## src/rtl/ram_bist_pkg.sv

```systemverilog
// -----------------------------------------------------------------------------
// ram_bist_pkg
// Shared definitions for the RAM BIST loader:
//   mode_e      - operating mode encoding carried on the 3-bit mode port
//   state_e     - controller state encoding
//   pattern_bit - one bit of the address-derived test pattern
// Optional feature macro used by the loader: RAM_BIST_ERRLOG_EN.
// -----------------------------------------------------------------------------
package ram_bist_pkg;

   typedef enum logic [2:0] {
      MODE_MANUAL  = 3'd0,
      MODE_FILL0   = 3'd1,
      MODE_FILL1   = 3'd2,
      MODE_PATTERN = 3'd3,
      MODE_VERIFY  = 3'd4,
      MODE_MARCH   = 3'd5
   } mode_e;

   typedef enum logic [2:0] {
      ST_IDLE  = 3'd0,
      ST_WRITE = 3'd1,
      ST_READ  = 3'd2,
      ST_DRAIN = 3'd3,
      ST_DONE  = 3'd4
   } state_e;

   // Bit bit_idx of the pattern word: the address bits repeat across the
   // word, and every odd repetition is inverted.
   function automatic logic pattern_bit(input logic [31:0] addr,
                                        input int unsigned addr_w,
                                        input int unsigned bit_idx);
      logic [31:0] shifted;
      shifted = addr >> (bit_idx % addr_w);
      return shifted[0] ^ (((bit_idx / addr_w) % 2) == 32'd1);
   endfunction

endpackage

```

## src/rtl/ram_bist_pattern.sv

```systemverilog
// -----------------------------------------------------------------------------
// ram_bist_pattern
// Purely combinational pattern generator: maps a RAM address to the test
// pattern word expected at that address.
// Ports:
//   addr_i    [ADDR_W-1:0]  address
//   pattern_o [DATA_W-1:0]  pattern word for that address
// -----------------------------------------------------------------------------
module ram_bist_pattern
   import ram_bist_pkg::*;
#(
   parameter int ADDR_W = 4,
   parameter int DATA_W = 8
) (
   input  logic [ADDR_W-1:0] addr_i,
   output logic [DATA_W-1:0] pattern_o
);

   for (genvar gi = 0; gi < DATA_W; gi++) begin : g_bit
      assign pattern_o[gi] = pattern_bit(32'(addr_i), ADDR_W, gi);
   end

endmodule

```

## src/rtl/ram_bist_loader.sv

```systemverilog
// -----------------------------------------------------------------------------
// ram_bist_loader
// Fills, verifies or march-tests a synchronous single-port RAM (1-cycle read
// latency). Modes: 0 manual fill, 1 fill zeros, 2 fill ones, 3 fill pattern,
// 4 verify pattern, 5 march (fill pattern, then verify it).
// Ports:
//   clock, clear_n         clock, asynchronous active-low reset
//   start, abort, step_en  begin operation, terminate, clock enable
//   mode, manual_data      operation select, write data for manual mode
//   ram_addr/wdata/we      RAM request, ram_rdata RAM read data
//   busy, done, pass       status
//   err_count              number of verify mismatches since start
//   first_err_addr         first mismatching address (0 unless
//                          RAM_BIST_ERRLOG_EN is defined)
// Optional feature: define RAM_BIST_ERRLOG_EN to capture first_err_addr.
// -----------------------------------------------------------------------------
module ram_bist_loader
   import ram_bist_pkg::*;
#(
   parameter int ADDR_W = 4,
   parameter int DATA_W = 8
) (
   input  logic              clock,
   input  logic              clear_n,
   input  logic              start,
   input  logic              abort,
   input  logic              step_en,
   input  logic [2:0]        mode,
   input  logic [DATA_W-1:0] manual_data,
   output logic [ADDR_W-1:0] ram_addr,
   output logic [DATA_W-1:0] ram_wdata,
   output logic              ram_we,
   input  logic [DATA_W-1:0] ram_rdata,
   output logic              busy,
   output logic              done,
   output logic              pass,
   output logic [ADDR_W:0]   err_count,
   output logic [ADDR_W-1:0] first_err_addr
);

   localparam logic [ADDR_W-1:0] LAST_ADDR = '1;

   state_e            state_q;
   logic [2:0]        mode_q;
   logic [ADDR_W-1:0] addr_q;
   logic              pend_q;     // a read was issued and its data awaits compare
   logic [ADDR_W:0]   err_q;
   logic [ADDR_W-1:0] prev_addr;  // address of the read currently being compared
   logic [DATA_W-1:0] wr_pat;
   logic [DATA_W-1:0] rd_pat;
   logic              advance;
   logic              start_ok;
   logic              mismatch;

   assign prev_addr = addr_q - 1'b1;
   assign advance   = step_en & ~abort;
   assign start_ok  = start & ~abort & ((state_q == ST_IDLE) | (state_q == ST_DONE));
   assign mismatch  = advance & pend_q & ((state_q == ST_READ) | (state_q == ST_DRAIN))
                    & (ram_rdata != rd_pat);

   ram_bist_pattern #(.ADDR_W(ADDR_W), .DATA_W(DATA_W)) u_wr_pat (
      .addr_i    (addr_q),
      .pattern_o (wr_pat)
   );

   ram_bist_pattern #(.ADDR_W(ADDR_W), .DATA_W(DATA_W)) u_rd_pat (
      .addr_i    (prev_addr),
      .pattern_o (rd_pat)
   );

   // RAM request. During a stalled read (and in DRAIN) the address of the
   // outstanding read is re-presented, so the RAM keeps returning that word
   // and the compare on the next enabled cycle sees the correct data.
   always_comb begin
      ram_we    = 1'b0;
      ram_wdata = '0;
      ram_addr  = addr_q;
      case (state_q)
         ST_WRITE: begin
            ram_we = advance;
            case (mode_q)
               MODE_MANUAL: ram_wdata = manual_data;
               MODE_FILL0:  ram_wdata = '0;
               MODE_FILL1:  ram_wdata = '1;
               default:     ram_wdata = wr_pat;
            endcase
         end
         ST_READ: begin
            if (!step_en && pend_q) ram_addr = prev_addr;
         end
         ST_DRAIN: ram_addr = prev_addr;
         default: ;
      endcase
   end

   always_ff @(posedge clock or negedge clear_n) begin
      if (!clear_n) begin
         state_q <= ST_IDLE;
         mode_q  <= 3'd0;
         addr_q  <= '0;
         pend_q  <= 1'b0;
         err_q   <= '0;
      end else if (abort) begin
         // Counters and address are held; any outstanding read is dropped.
         state_q <= ST_IDLE;
         pend_q  <= 1'b0;
      end else begin
         case (state_q)
            ST_IDLE, ST_DONE: begin
               if (start) begin
                  mode_q  <= mode;
                  addr_q  <= '0;
                  err_q   <= '0;
                  pend_q  <= 1'b0;
                  state_q <= (mode == MODE_VERIFY) ? ST_READ : ST_WRITE;
               end
            end
            ST_WRITE: begin
               if (step_en) begin
                  addr_q <= addr_q + 1'b1;   // wraps to 0 for the march read pass
                  if (addr_q == LAST_ADDR)
                     state_q <= (mode_q == MODE_MARCH) ? ST_READ : ST_DONE;
               end
            end
            ST_READ: begin
               if (step_en) begin
                  addr_q <= addr_q + 1'b1;
                  pend_q <= 1'b1;
                  if (mismatch) err_q <= err_q + 1'b1;
                  if (addr_q == LAST_ADDR) state_q <= ST_DRAIN;
               end
            end
            ST_DRAIN: begin
               if (step_en) begin
                  pend_q  <= 1'b0;
                  if (mismatch) err_q <= err_q + 1'b1;
                  state_q <= ST_DONE;
               end
            end
            default: state_q <= ST_IDLE;
         endcase
      end
   end

   assign busy      = (state_q == ST_WRITE) | (state_q == ST_READ) | (state_q == ST_DRAIN);
   assign done      = (state_q == ST_DONE);
   assign pass      = done & (err_q == '0) & ((mode_q == MODE_VERIFY) | (mode_q == MODE_MARCH));
   assign err_count = err_q;

`ifdef RAM_BIST_ERRLOG_EN
   logic [ADDR_W-1:0] first_err_q;

   // Captured only while the error count is still zero, i.e. on the first mismatch.
   always_ff @(posedge clock or negedge clear_n) begin
      if (!clear_n)
         first_err_q <= '0;
      else if (start_ok)
         first_err_q <= '0;
      else if (mismatch && (err_q == '0))
         first_err_q <= prev_addr;
   end

   assign first_err_addr = first_err_q;
`else
   assign first_err_addr = '0;
`endif

endmodule

```

## config.mk

```make
export PLATFORM = sky130hd
export DESIGN_NAME = ram_bist_loader
export DESIGN_NICKNAME = d
export VERILOG_FILES = /design/src/rtl/ram_bist_pkg.sv /design/src/rtl/ram_bist_pattern.sv /design/src/rtl/ram_bist_loader.sv
export SDC_FILE = /design/constraint.sdc
export NUM_CORES = 1
export LEC_CHECK = 0
export ABC_AREA = 1
export CAP_MARGIN = 20
export CORE_ASPECT_RATIO = 1.75
export CORE_MARGIN = 1.5
export CORE_UTILIZATION = 47
export DETAILED_ROUTE_END_ITERATION = 16
export PLACE_DENSITY = 0.83
export SYNTH_ARGS = -nofsm -noshare
export SYNTH_HDL_FRONTEND = slang
export SYNTH_SLANG_ARGS = --single-unit
```

## constraint.sdc

```tcl
create_clock -name clock -period 3.9 [get_ports clock]
set_input_delay 0.78 -clock clock [delete_from_list [all_inputs] [get_ports clock]]
set_output_delay 0.78 -clock clock [all_outputs]
set_load 0.01 [all_outputs]
```

# Yosys cells after proc, flatten, opt, wreduce, memory -nomap -nowiden
# Index checks and enable logic that the tools add are counted.
# totals
register_bits	16
latch_bits	0
ramBits	0
rom_bits	0
input_bits	24
out_inout_bits	25
elab_cells	91
n_memories	0
# classes
n_addsub	3
multipliers	0
div	0
n_lt_le_gt_ge	0
eq_ne	21
n_shift	0
mux	27
n_bitwise	19
reduce_logical	16
# op_table
operator	count
$mux W3	8
$pmux W8 S3	1
$pmux W4 S2	2
$mux W5	3
$ne A3 B3 Y1 const B	5
$eq A3 B3 Y1 const B	4
$mux W4	3
$pmux W3 S4	1
$pmux W5 S2	1
$eq A3 B2 Y1 const B	3
$not A1 Y1	9
$mux W8	1
$ne A8 B8 Y1	1
$reduce_and A4 Y1	2
$and A1 B1 Y1	6
$eq A3 B1 Y1 const B	2
$logic_not A3 Y1	2
$ne A2 B1 Y1 const B	3
$reduce_and A6 Y1	1
$reduce_or A2 Y1	3
$add A5 B1 Y5 const B	1
$logic_not A5 Y1	1
$mux W1	5
$reduce_and A5 Y1	1
13 further kinds	17

# Depth between registers and ports, before layout
# Gate-level depths: netlist of run 1.
# depth
ltp_word	8
ltp_mapped	12
ltp_nobuf	12

# Hierarchy
# From an unflattened synthesis of run 1, not the netlist that was laid out.
# hier_totals
hier_cells	221
area_unflattened_um2	1491.4
# by_module_without_submodules
mod	instances	cells_per_inst	area_each_um2	seq_area_each_um2
ram_bist_loader	1	205	1401.3	400.4
ram_bist_pattern	2	8	45.0	0.0

# Worst setup path after synthesis of run 1
# Ideal clock, no wire load.
# synth_timing
kind	input to output
start	input port step_en
end	output port ram_addr[3]
t_arrival_ns	1.506
t_required_ns	3.120
slack_ns	1.614
cell_stages	5
path_buffers	1
cell_sequence	inv_1 -> a21oi_1 -> or2_1 -> buf_6 -> a21oi_1
# synth_between
elab_chain_cells	4
# synth_lines
item	line	text
start: declaration	ram_bist_loader.sv:27	input logic step_en,
$logic_not A1 Y1	ram_bist_loader.sv:89	if (!step_en && pend_q) ram_addr = prev_addr;
$logic_and A1 B1 Y1	ram_bist_loader.sv:89	
$mux W4	ram_bist_loader.sv:89	
$pmux W4 S2	ram_bist_loader.sv:78	case (state_q)
end: declaration	ram_bist_loader.sv:30	output logic [ADDR_W-1:0] ram_addr,
# No other way between the ends.

# Worst setup path in the final report of run 1
# layout_timing
start	input port step_en
end	output port ram_addr[0]
# The elaborated chain is that of the path after synthesis.

==> results.txt, run 1 <==
- Number of setup buffers added after CTS: 0
* Highest fanout seen on the critical path: 7
* Outcome: completed
- Count of unresolved DRC violations after routing: 0
- Element type at the critical path end: primary output
- Critical setup path kind: primary input to primary output
- Row generation in the floorplan step produced 27 rows.
- The total overflow left after global routing is 0.
- In this run, synthesis inferred 0 flip-flops with an integrated enable.
- First-pass detailed-route iteration total: 4
- The die is 78.4 µm tall.
- Worst Reg-to-Reg Cells: 11
- Counting every instance in the synthesized netlist gives approximately 220.
- Wire per inst: about 12 µm
- Number of sinks on the clock net: 16
- Share of the synthesized area in the top cell type: approximately a quarter
- The cell sitting at the root of the clock tree is a clkbuf_8.
- Vias after detailed routing: approximately 1,500
- Setup slack on the worst reg-to-reg path comes out at 1890 ps.
- Worst-Skew Late Latency: 250 ps
- Cell types occupying the most area after synthesis: dfrtp_1, nand2_1, inv_1, nand3_1, nor2_1
- Starting Density: about half
* Post-Place Setup Slack: about 660 ps
- Crit start category: primary input
- Sequential elements use a little over a quarter of the synthesized area.
- Required time worst endpoint: approximately 3100 ps
- Final slew viol count: 0
- Max-cap violations in this run came to 0.
- Highest clock frequency the design can meet: around 310 MHz
- The post-route netlist has 11.9% of its cells at a drive strength greater than 1.
* Minimum clock period after layout: 3230 ps
- Count of input and output buffers: 44
- The commonest cells after synthesis are nand2_1, inv_1, nor2_1.
- Wire length of the first global-routing pass: 6.03 mm
* N_diodes: 0
- The number of placed instances, taps included, is 299.
* Leakage: 0.000930 µW
* Deepest level of the CTS H-tree: 1
* Portion of the clock cycle consumed by the worst path in the final layout: between 80% and 90%
* CTS resizes: 0
- Count leader, synth: nand2_1
- Class of the tightest hold or removal check: register to register
- Leaving out filler cells and counting taps, the final layout contains ~300.
- Instance area at placement: about 0.002 mm²
- Layout net count: 289
- The first routing iteration left 34 violations.
- Measured against its own limit, the worst slew margin works out to between 50% and 60%.
- Across the VDD grid, the largest voltage drop is between 0.3 and 0.4 mV.
- Maximum buffer depth of the clock tree: 2
* Final Wtd Congestion: 0.923
- TritonCTS built the clock tree.
- Number of nets with antenna violations after routing: 0
- WP data arrival: 2450 ps
* CTS clk-pin slew, worst paths: 60 ps
- Pin count of the biggest net entering global routing: 17
- Unrepaired setup endpoints after global routing: false
- Leading area contributor after synthesis: dfrtp_1
- Cell depth of the worst min-delay path: 2
- TritonCTS created 3 clock buffers.
- Fin Clk Skew: approximately 2.5 ps
- After routing the design area is 0.00202 mm².
- Primary flip-flop cell chosen by synthesis mapping: dfrtp_1
* Die footprint: about 0.0036 mm²
- Yosys mapped the design onto 35 distinct sky130hd cell types.
- between 40 and 50 I/O pins were placed.
- For the final routed database, the setup TNS stands at 0 ps.
* Final routed wirelength across all metal layers: 3.76 mm
- Total global routing track utilization: between 20% and 30%
* Worst path setup slack after routing: ~670 ps
* Vias in the first global route: 1,457
- Dividing the detail-routed via count by the number of cells gives roughly 5.
* Core footprint: between 0.003 and 0.004 mm²
* Post-synthesis async set-or-reset flop share: 100%
- Layout overhead on the synthesized area: 32.6%
- The number of antenna violations at the first check in global routing is 0.
* Cell area after synthesis: between 0.0015 and 0.002 mm²
* Die boundary width: roughly 46 µm
* Number of synthesized register bits: 16
- Each instance of the synthesized netlist takes up on average just over 7 µm².
- Cell Pwr Density: around 600 mW/mm²
- Yosys printed 0 warnings.
- Hold violation total from the final report: 0
* Pin slew with the least headroom to its limit: around 740 ps
- The number of hold buffers added after CTS was 0.
- Detailed placement ended at an HPWL of 2.96 mm.
- Setup violations remaining at the end of the flow were counted as 0.
## final timing paths
check	end	from
max	ram_addr[0]	step_en
min	mode_q[2]$_DFFE_PN0P_	mode_q[2]$_DFFE_PN0P_
max reg2reg	err_count[2]$_DFFE_PN0P_	addr_q[0]$_DFFE_PN0P_
min reg2reg	mode_q[2]$_DFFE_PN0P_	mode_q[2]$_DFFE_PN0P_
max in group asynchronous	addr_q[1]$_DFFE_PN0P_	clear_n
min in group asynchronous	mode_q[0]$_DFFE_PN0P_	clear_n
## metal layers
metal / global-route usage (%) / share of wire [%] / wire, µm
met1: 22.8 / 36 / 1350
met2: 41.0 / 58 / 2170
met3: 3.22 / 3.8 / 144
met4: 10.9 / 2.7 / 101
met5: 0 / 0 / 0
## logic make-up after synthesis
| family | synth area share, % |
|---|---|
| AND/OR/NAND/NOR | 41.6 |
| buffers and inverters | 12.8 |
| AO/OA/AOI/OAI | 13.5 |
| flip-flops | 26.3 |
| XOR/XNOR | 2.30 |
| adder cells (fa/ha/maj) | 3.28 |
| other | 0.246 |
## cells in the final DEF (no fill, tap or decap), types with 4 or more instances in the layout
cell type        instances
a21oi_1                 12
clkbuf_8                 4
clkdlybuf4s50_1         44
conb_1                   4
dfrtp_1                 16
ha_1                     4
inv_1                   26
inv_2                    4
nand2_1                 43
nand2_4                  5
nand3_1                 19
nand3b_1                 4
nor2_1                  20
nor3_1                   9
o21ai_0                  8
o21ai_1                  9
## sequential cells by signal (all words and copies together) (netlist names)
name       flops
addr_q         4
mode_q         3
err_count      5
pend_q         1
state_q        3
## worst max-delay path, cell delays in order
cell             delay, ps
clkdlybuf4s50_1        480
inv_1                   90
a21oi_1                120
or2_1                  270
xor2_1                 170
clkdlybuf4s50_1        550
## through the flow
step                      power (µW)  utilization (%)  hold slack, ps
after floorplan                  795                -             475
after global placement          1020             63.3             527
after detailed placement        1030             63.3             539
after CTS                       1190             65.1             553
after global routing            1280             65.1             594
final                           1180             65.1             565
## power by group
part,internal (µW),switching [µW]
logic,309,449
clock network,89.7,59.5
registers,207,70.0
## final cells by class
cell class | instances | area (µm²)
fill | 284 | 1090
multi-input combinational | 163 | 941
timing repair buffer | 44 | 440
sequential | 16 | 400
inverter | 33 | 131
clock buffer | 4 | 55.1
tap | 43 | 53.8
Note: power is estimated with default switching activity, not from simulation.
==> run 2: changes to the inputs <==
==> constraint.sdc (replaced) <==
create_clock -name clock -period 3 [get_ports clock]
set_input_delay 0.6 -clock clock [delete_from_list [all_inputs] [get_ports clock]]
set_output_delay 0.6 -clock clock [all_outputs]
set_load 0.01 [all_outputs]
==> run 2 against run 1 <==
Effect of this change: sequential power rose by 29%; cell count is the same; register-to-register slack worse by 940 ps; design area unchanged; die area is the same; combinational power grew 30%; clock skew rose by 3.2 ps; sequential share of layout area is the same; first-iteration DRC count increased by 15%; critical endpoint unchanged.
==> results.txt, run 2 (synthesis gave the netlist of run 1 again) <==
- The overall die height is 78.4 µm (unchanged).
* Count of input and output buffers: 44 (unchanged)
- Worst-Skew Late Latency: 250 ps (about the same)
* CTS tree: yes (unchanged)
* Pin count of the biggest net entering global routing: 17 (unchanged)
- I/O Pins: 49 (unchanged)
- The number of flip-flops in the largest register came to 5 (unchanged).
- The number of max-slew violations in the final report was 0 (unchanged).
- The row count came to 27 (unchanged).
- Utilization of the core after routing: 65.1% (unchanged)
* Fill cell count: 300 (was 284)
* Class of the tightest hold or removal check: register to register (unchanged)
* Core footprint: 0.00311 mm² (unchanged)
- The number of buffers created by CTS was 3 (unchanged).
* Total Neg Setup Slack: 0 ps (unchanged)
* Starting Density: 49.1% (unchanged)
- Antenna violations before repair: 0 (unchanged)
- DR vias/cell: 5.01 (was 5.09)
* Cell-internal power: 788 µW (was 606 µW)
* Number of setup buffers added after CTS: 0 (unchanged)
- The power spent charging and discharging nets was 741 µW (was 579 µW).
- Reg power frac: 23.4% (about the same)
* Portion of the clock cycle consumed by the worst path in the final layout: between 90% and 100%
- Combinational group share of total power: 64.3% (was 64.0%)
- The quantity of hold-fixing buffers added after cts came to 0 (unchanged).
- Net switching fraction of the power: 48.5% (was 48.9%)
* Final Setup Violations: 0 (unchanged)
- Most frequent standard cell in the layout excluding fill and tap cells: clkdlybuf4s50_1 (unchanged)
- Most frequent cells in the layout: clkdlybuf4s50_1, nand2_1, inv_1, nor2_1, nand3_1 (unchanged)
- The wire length of the first global-routing pass is 5.98 mm (was 6.03 mm).
* CTS clk-pin slew, worst paths: 60 ps (about the same)
- The worst-case clock buffer depth is 2 (unchanged).
- The final setup skew was 5.66 ps (was 2.50 ps).
- The via count of the first global-routing pass came to 1,436 (was 1,457).
* Share of power burned in the clock network: 12.2% (was 12.6%)
- The master cell of the clock root buffer was clkbuf_8 (unchanged).
* Crit start category: primary input (unchanged)
- N_diodes: 0 (unchanged)
- Highest fanout seen on the critical path: 7 (unchanged)
* Number of sinks on the clock net: 16 (unchanged)
* Leakage: 0.000930 µW (unchanged)
* Wire per inst: 11.9 µm (was 12.4 µm)
- The path type of the worst setup path was primary input to primary output (unchanged).
- Final routed wirelength across all metal layers: 3.61 mm (was 3.76 mm)
* Total global routing track utilization: 21.9% (was 22.4%)
- Layout net count: 289 (unchanged)
- The tightest slew margin relative to the limit was 51.8% (was 50.3%).
- The type of element capturing the critical path was a primary output (unchanged).
- WP data arrival: 2260 ps (was 2450 ps)
* Layout overhead on the synthesized area: 32.6% (unchanged)
- Outcome: completed (unchanged).
- Unrepaired setup endpoints after global routing: false (unchanged)
* Die footprint: 0.00361 mm² (unchanged)
* Count of unresolved DRC violations after routing: 0 (unchanged)
* Minimum clock period after layout: about 2900 ps
- The share of cells above drive strength 1 came to 11.9% (unchanged).
* Pin slew with the least headroom to its limit: 721 ps (was 743 ps)
- Highest clock frequency the design can meet: 349 MHz
- Detailed Place HPWL: 2.93 mm (was 2.96 mm)
- The number of nets with antenna violations after detailed routing came to 0 (unchanged).
* Vias after detailed routing: 1,518 (was 1,543)
- Number of DRC markers in iteration 0: 39 (was 34)
- The largest voltage drop on the vdd net is 0.474 mV (was 0.344 mV).
* Die boundary width: 46.1 µm (unchanged)
- Hold violation total from the final report: 0 (unchanged)
* Cell Pwr Density: 756 mW/mm² (was 586 mW/mm²)
* Remaining Overflow, GRT: 0 (unchanged)
* Maxcap violations: 0 (unchanged)
- The required time of the critical path is 2400 ps (was 3120 ps).
- CTS resizes: 0 (unchanged)
* Deepest level of the CTS H-tree: 1 (unchanged)
- Final Wtd Congestion: 0.909 (was 0.923)
* First-pass detailed-route iteration total: 4 (unchanged)
==> run 2: final cells by class <==
class | instances | area [µm²] | area share (%)
clock buffers | 4 | 55.1 | 2.72
inverters | 33 | 131 | 6.50
flip-flops and latches | 16 | 400 | 19.8
repair buffers | 44 | 440 | 21.8
multi-input cells | 163 | 941 | 46.5
well taps | 43 | 53.8 | 2.66
==> run 2: power groups by stage <==
stage	clock network (µW)	logic (µW)	registers, µW
finish	187	984	358
global placement	0	965	358
floorplan	0	692	342
CTS	191	988	357
detailed placement	0	981	361
global route	199	1100	367
==> run 2: critical path: stages <==
cell and delay [ps]:
clkdlybuf4s50_1 480, inv_1 80, a21oi_1 110, or2_1 270, xor2_1 170, clkdlybuf4s50_1 550
==> run 2: per-layer routing <==
| metal | vias up | wire [µm] | GRT usage (%) |
|---|---|---|---|
| met5 | - | 0 | 0 |
| met4 | 0 | 60 | 8.00 |
| met3 | 6 | 90 | 2.30 |
| met2 | 39 | 2120 | 40.1 |
| met1 | 688 | 1340 | 23.9 |
| li1 | 785 | - | - |
==> run 2: path summary, 6_finish.rpt <==
check                                       from                  endpoint  slack, ps  cells past startpoint
max                                      step_en               ram_addr[0]        140                      6
min                           pend_q$_DFFE_PN0P_        pend_q$_DFFE_PN0P_        550                      2
max reg2reg                addr_q[0]$_DFFE_PN0P_  err_count[2]$_DFFE_PN0P_        950                     11
min reg2reg                   pend_q$_DFFE_PN0P_        pend_q$_DFFE_PN0P_        550                      2
max in group asynchronous                clear_n     addr_q[3]$_DFFE_PN0P_       1760                      1
min in group asynchronous                clear_n  err_count[3]$_DFFE_PN0P_        780                      1
==> run 2: metrics by stage <==
| step | instances | hold WS (ps) | instance area [µm²] | worst slack (ps) | power (µW) |
|---|---|---|---|---|---|
| floorplan | 219 | 304 | 1540 | 1070 | 1030 |
| global placement | 299 | 523 | 1970 | 155 | 1320 |
| detailed placement | 299 | 541 | 1970 | 136 | 1340 |
| CTS | 303 | 557 | 2020 | 133 | 1540 |
| global route | 303 | 591 | 2020 | 20.2 | 1660 |
| finish | 303 | 546 | 2020 | 137 | 1530 |
==> run 3: changes to the inputs <==
--- a/config.mk
+++ b/config.mk
@@ -6,11 +6,11 @@
 export NUM_CORES = 1
 export LEC_CHECK = 0
 export ABC_AREA = 1
-export CAP_MARGIN = 20
 export CORE_ASPECT_RATIO = 1.75
 export CORE_MARGIN = 1.5
 export CORE_UTILIZATION = 47
 export DETAILED_ROUTE_END_ITERATION = 16
+export GPL_TIMING_DRIVEN = 0
 export PLACE_DENSITY = 0.83
 export SYNTH_ARGS = -nofsm -noshare
 export SYNTH_HDL_FRONTEND = slang
==> run 3 against run 2 <==
Effect of this change: sequential power hardly changed; power hardly changed; global-route usage is 0.16 points lower; wire length is 1.0% lower; non-clock buffer count is 7 higher; clock-buffer cell count is 1 lower; die area stayed put; hold slack worse by 2.1 ps; design area is 2.5% higher; critical path type unchanged.
==> results.txt, run 3 (synthesis gave the netlist of run 1 again) <==
- Number of sinks on the clock net: 16 (unchanged)
- The quantity of hold-fixing buffers added after cts is 0 (unchanged).
- The final antenna diode count is 0 (unchanged).
* Leakage: 0.000961 µW (was 0.000930 µW)
- Utilization of the core after routing: 66.7% (was 65.1%)
- The largest voltage drop on the vdd net was 0.486 mV (was 0.474 mV).
* Maximum buffer depth of the clock tree: 2 (unchanged)
- The clock insertion delay at the later pin of the skew report came to 240 ps (was 250 ps).
- Layout overhead on the synthesized area: 35.8% (was 32.6%)
- The post-detailed-route via-to-cell ratio came to 5.01 (about the same).
- The maximum number of pins on one net before global-route repair is 17 (unchanged).
- The worst reg2reg path depth came to 11 (unchanged).
- The master cell of the clock root buffer is clkbuf_8 (unchanged).
- The horizontal die dimension is 46.1 µm (unchanged).
* WP data arrival: 2250 ps (was 2260 ps)
* Total global routing track utilization: 21.7% (was 21.9%)
- Remaining Overflow, GRT: 0 (unchanged)
- The initial cell density of the core is 49.1% (unchanged).
- Highest clock frequency the design can meet: 351 MHz (was 349 MHz)
* Outcome: completed (unchanged)
- The count of endpoints failing setup in the final report is 0 (unchanged).
- The die footprint is 0.00361 mm² (unchanged).
- The via count of the first global-routing pass came to 1,455 (was 1,436).
* Number of nets with antenna violations after routing: 0 (unchanged)
* Wire length of the first global-routing pass: 6.04 mm (was 5.98 mm)
* Layout net count: 296 (was 289)
* Antenna violations before repair: 0 (unchanged)
* Wire per inst: 11.6 µm (was 11.9 µm)
* Critical setup path kind: primary input to primary output (unchanged)
- The number of buffers created by CTS was 3 (unchanged).
* Final routed wirelength across all metal layers: 3.57 mm (was 3.61 mm)
- Number of DRC markers in iteration 0: 33 (was 39)
- The actual transition at the worst max-transition pin is 731 ps (was 721 ps).
* Count of input and output buffers: 44 (unchanged)
- Minimum clock period after layout: 2850 ps (was 2860 ps)
- Count of unresolved DRC violations after routing: 0 (unchanged)
- The CTS clock-pin slew for the worst setup and hold paths is 60 ps (about the same).
- The tightest slew margin relative to the limit came to 51.1% (was 51.8%).
- CTS tree: yes (unchanged)
- Deepest level of the CTS H-tree: 1 (unchanged)
* Portion of the clock cycle consumed by the worst path in the final layout: 95.1% (was 95.4%)
* Core footprint: 0.00311 mm² (unchanged)
- The filler cell count in the final layout was 293 (was 300).
- The total power density per cell area was 737 mW/mm² (was 756 mW/mm²).
* Detailed Place HPWL: 2.92 mm (was 2.93 mm)
* Cell depth of the worst min-delay path: 2 (unchanged)
* Register cell area after layout: 400 µm² (unchanged)
* Unrepaired setup endpoints after global routing: false (unchanged)
- The number of violations of the max-capacitance limit was 0 (unchanged).
- The final weighted congestion in routability-driven placement is 0.899 (was 0.909).
- Layout cells sized above 1: 14.3% (was 11.9%)
- I/O Pins: 49 (unchanged)
- The type of the tightest min-delay check is register to register (unchanged).
- Most frequent cells in the layout: clkdlybuf4s50_1, nand2_1, inv_1, nor2_1, nand3_1 (unchanged)
* Combined area of the multi-input logic cells: 941 µm² (unchanged)
- Vertical die dimension: 78.4 µm (unchanged)
- The startpoint type of the worst setup path is a primary input (unchanged).
- Number of core rows: 27 (unchanged)
- The total chip power is 1530 µW (about the same).
- The sum of negative setup slack came to 0 ps (unchanged).
- Fin Clk Skew: 3.43 ps (was 5.66 ps)
* Vias after detailed routing: 1,548 (was 1,518)
- The maximum fanout count along the critical path is 7 (unchanged).
- The number of flip-flops in the largest register is 5 (unchanged).
* Element type at the critical path end: primary output (unchanged)
- The number of iterations in the first detailed-routing pass came to 7 (was 4).
* Required time worst endpoint: 2400 ps (about the same)
- The leading cell type in the layout, fill and taps excluded was clkdlybuf4s50_1 (unchanged).
- Final slew viol count: 0 (unchanged)
- The final number of hold-violating endpoints is 0 (unchanged).
run 3: area by class of cell:
class / count / share of cell area (%)
Sequential cell: 16 / 19.3
Clock buffer: 3 / 1.99
Tap cell: 43 / 2.60
Inverter: 33 / 6.34
Timing Repair Buffer: 44 / 21.3
Multi-Input combinational cell: 163 / 45.4
Buffer: 7 / 3.08
run 3: per-layer routing:
layer,routed length [µm],global-route usage [%],vias to the layer above
met5,0,0,-
met4,53,7.14,0
met3,127,1.84,5
met2,2040,38.9,39
met1,1350,25.4,711
li1,-,-,793
run 3: final timing paths:
| path | startpoint | endpoint | slack, ps |
|---|---|---|---|
| max | step_en | ram_addr[1] | 150 |
| min | pend_q$_DFFE_PN0P_ | pend_q$_DFFE_PN0P_ | 540 |
| max reg2reg | addr_q[0]$_DFFE_PN0P_ | err_count[2]$_DFFE_PN0P_ | 980 |
| min reg2reg | pend_q$_DFFE_PN0P_ | pend_q$_DFFE_PN0P_ | 540 |
| max in group asynchronous | clear_n | mode_q[2]$_DFFE_PN0P_ | 1750 |
| min in group asynchronous | clear_n | state_q[1]$_DFFE_PN0P_ | 790 |
run 3: timing repair:
item	in CTS	in global routing
endpoints found under the setup margin	0	1
hold endpoints to repair	0	0
buffers inserted	0	0
resized for setup	0	1
run 3: critical path, cell delays in order:
cell and delay [ps]:
clkdlybuf4s50_1 440, inv_2 110, a21oi_1 60, or2_1 220
buf_6 140, nand2_1 50, o21ai_1 50, inv_1 50
clkdlybuf4s50_1 530
run 3: power by group:
part | leakage (µW) | switching [µW] | total [µW] | internal [µW]
sequential | 0.000212 | 89.6 | 359 | 269
clock | 0.0000216 | 68.3 | 157 | 88.8
combinational | 0.000727 | 582 | 1010 | 429
total | 0.000961 | 740 | 1530 | 788
run 3: through the flow:
stage | hold slack, ps | setup slack, ps | instance area (µm²) | instances
after floorplan | 304 | 1070 | 1540 | 219
after global placement | 511 | 129 | 2030 | 306
after detailed placement | 530 | 98.6 | 2030 | 306
after CTS | 543 | 96.7 | 2070 | 309
after global routing | 616 | 49.2 | 2070 | 309
final | 544 | 148 | 2070 | 309
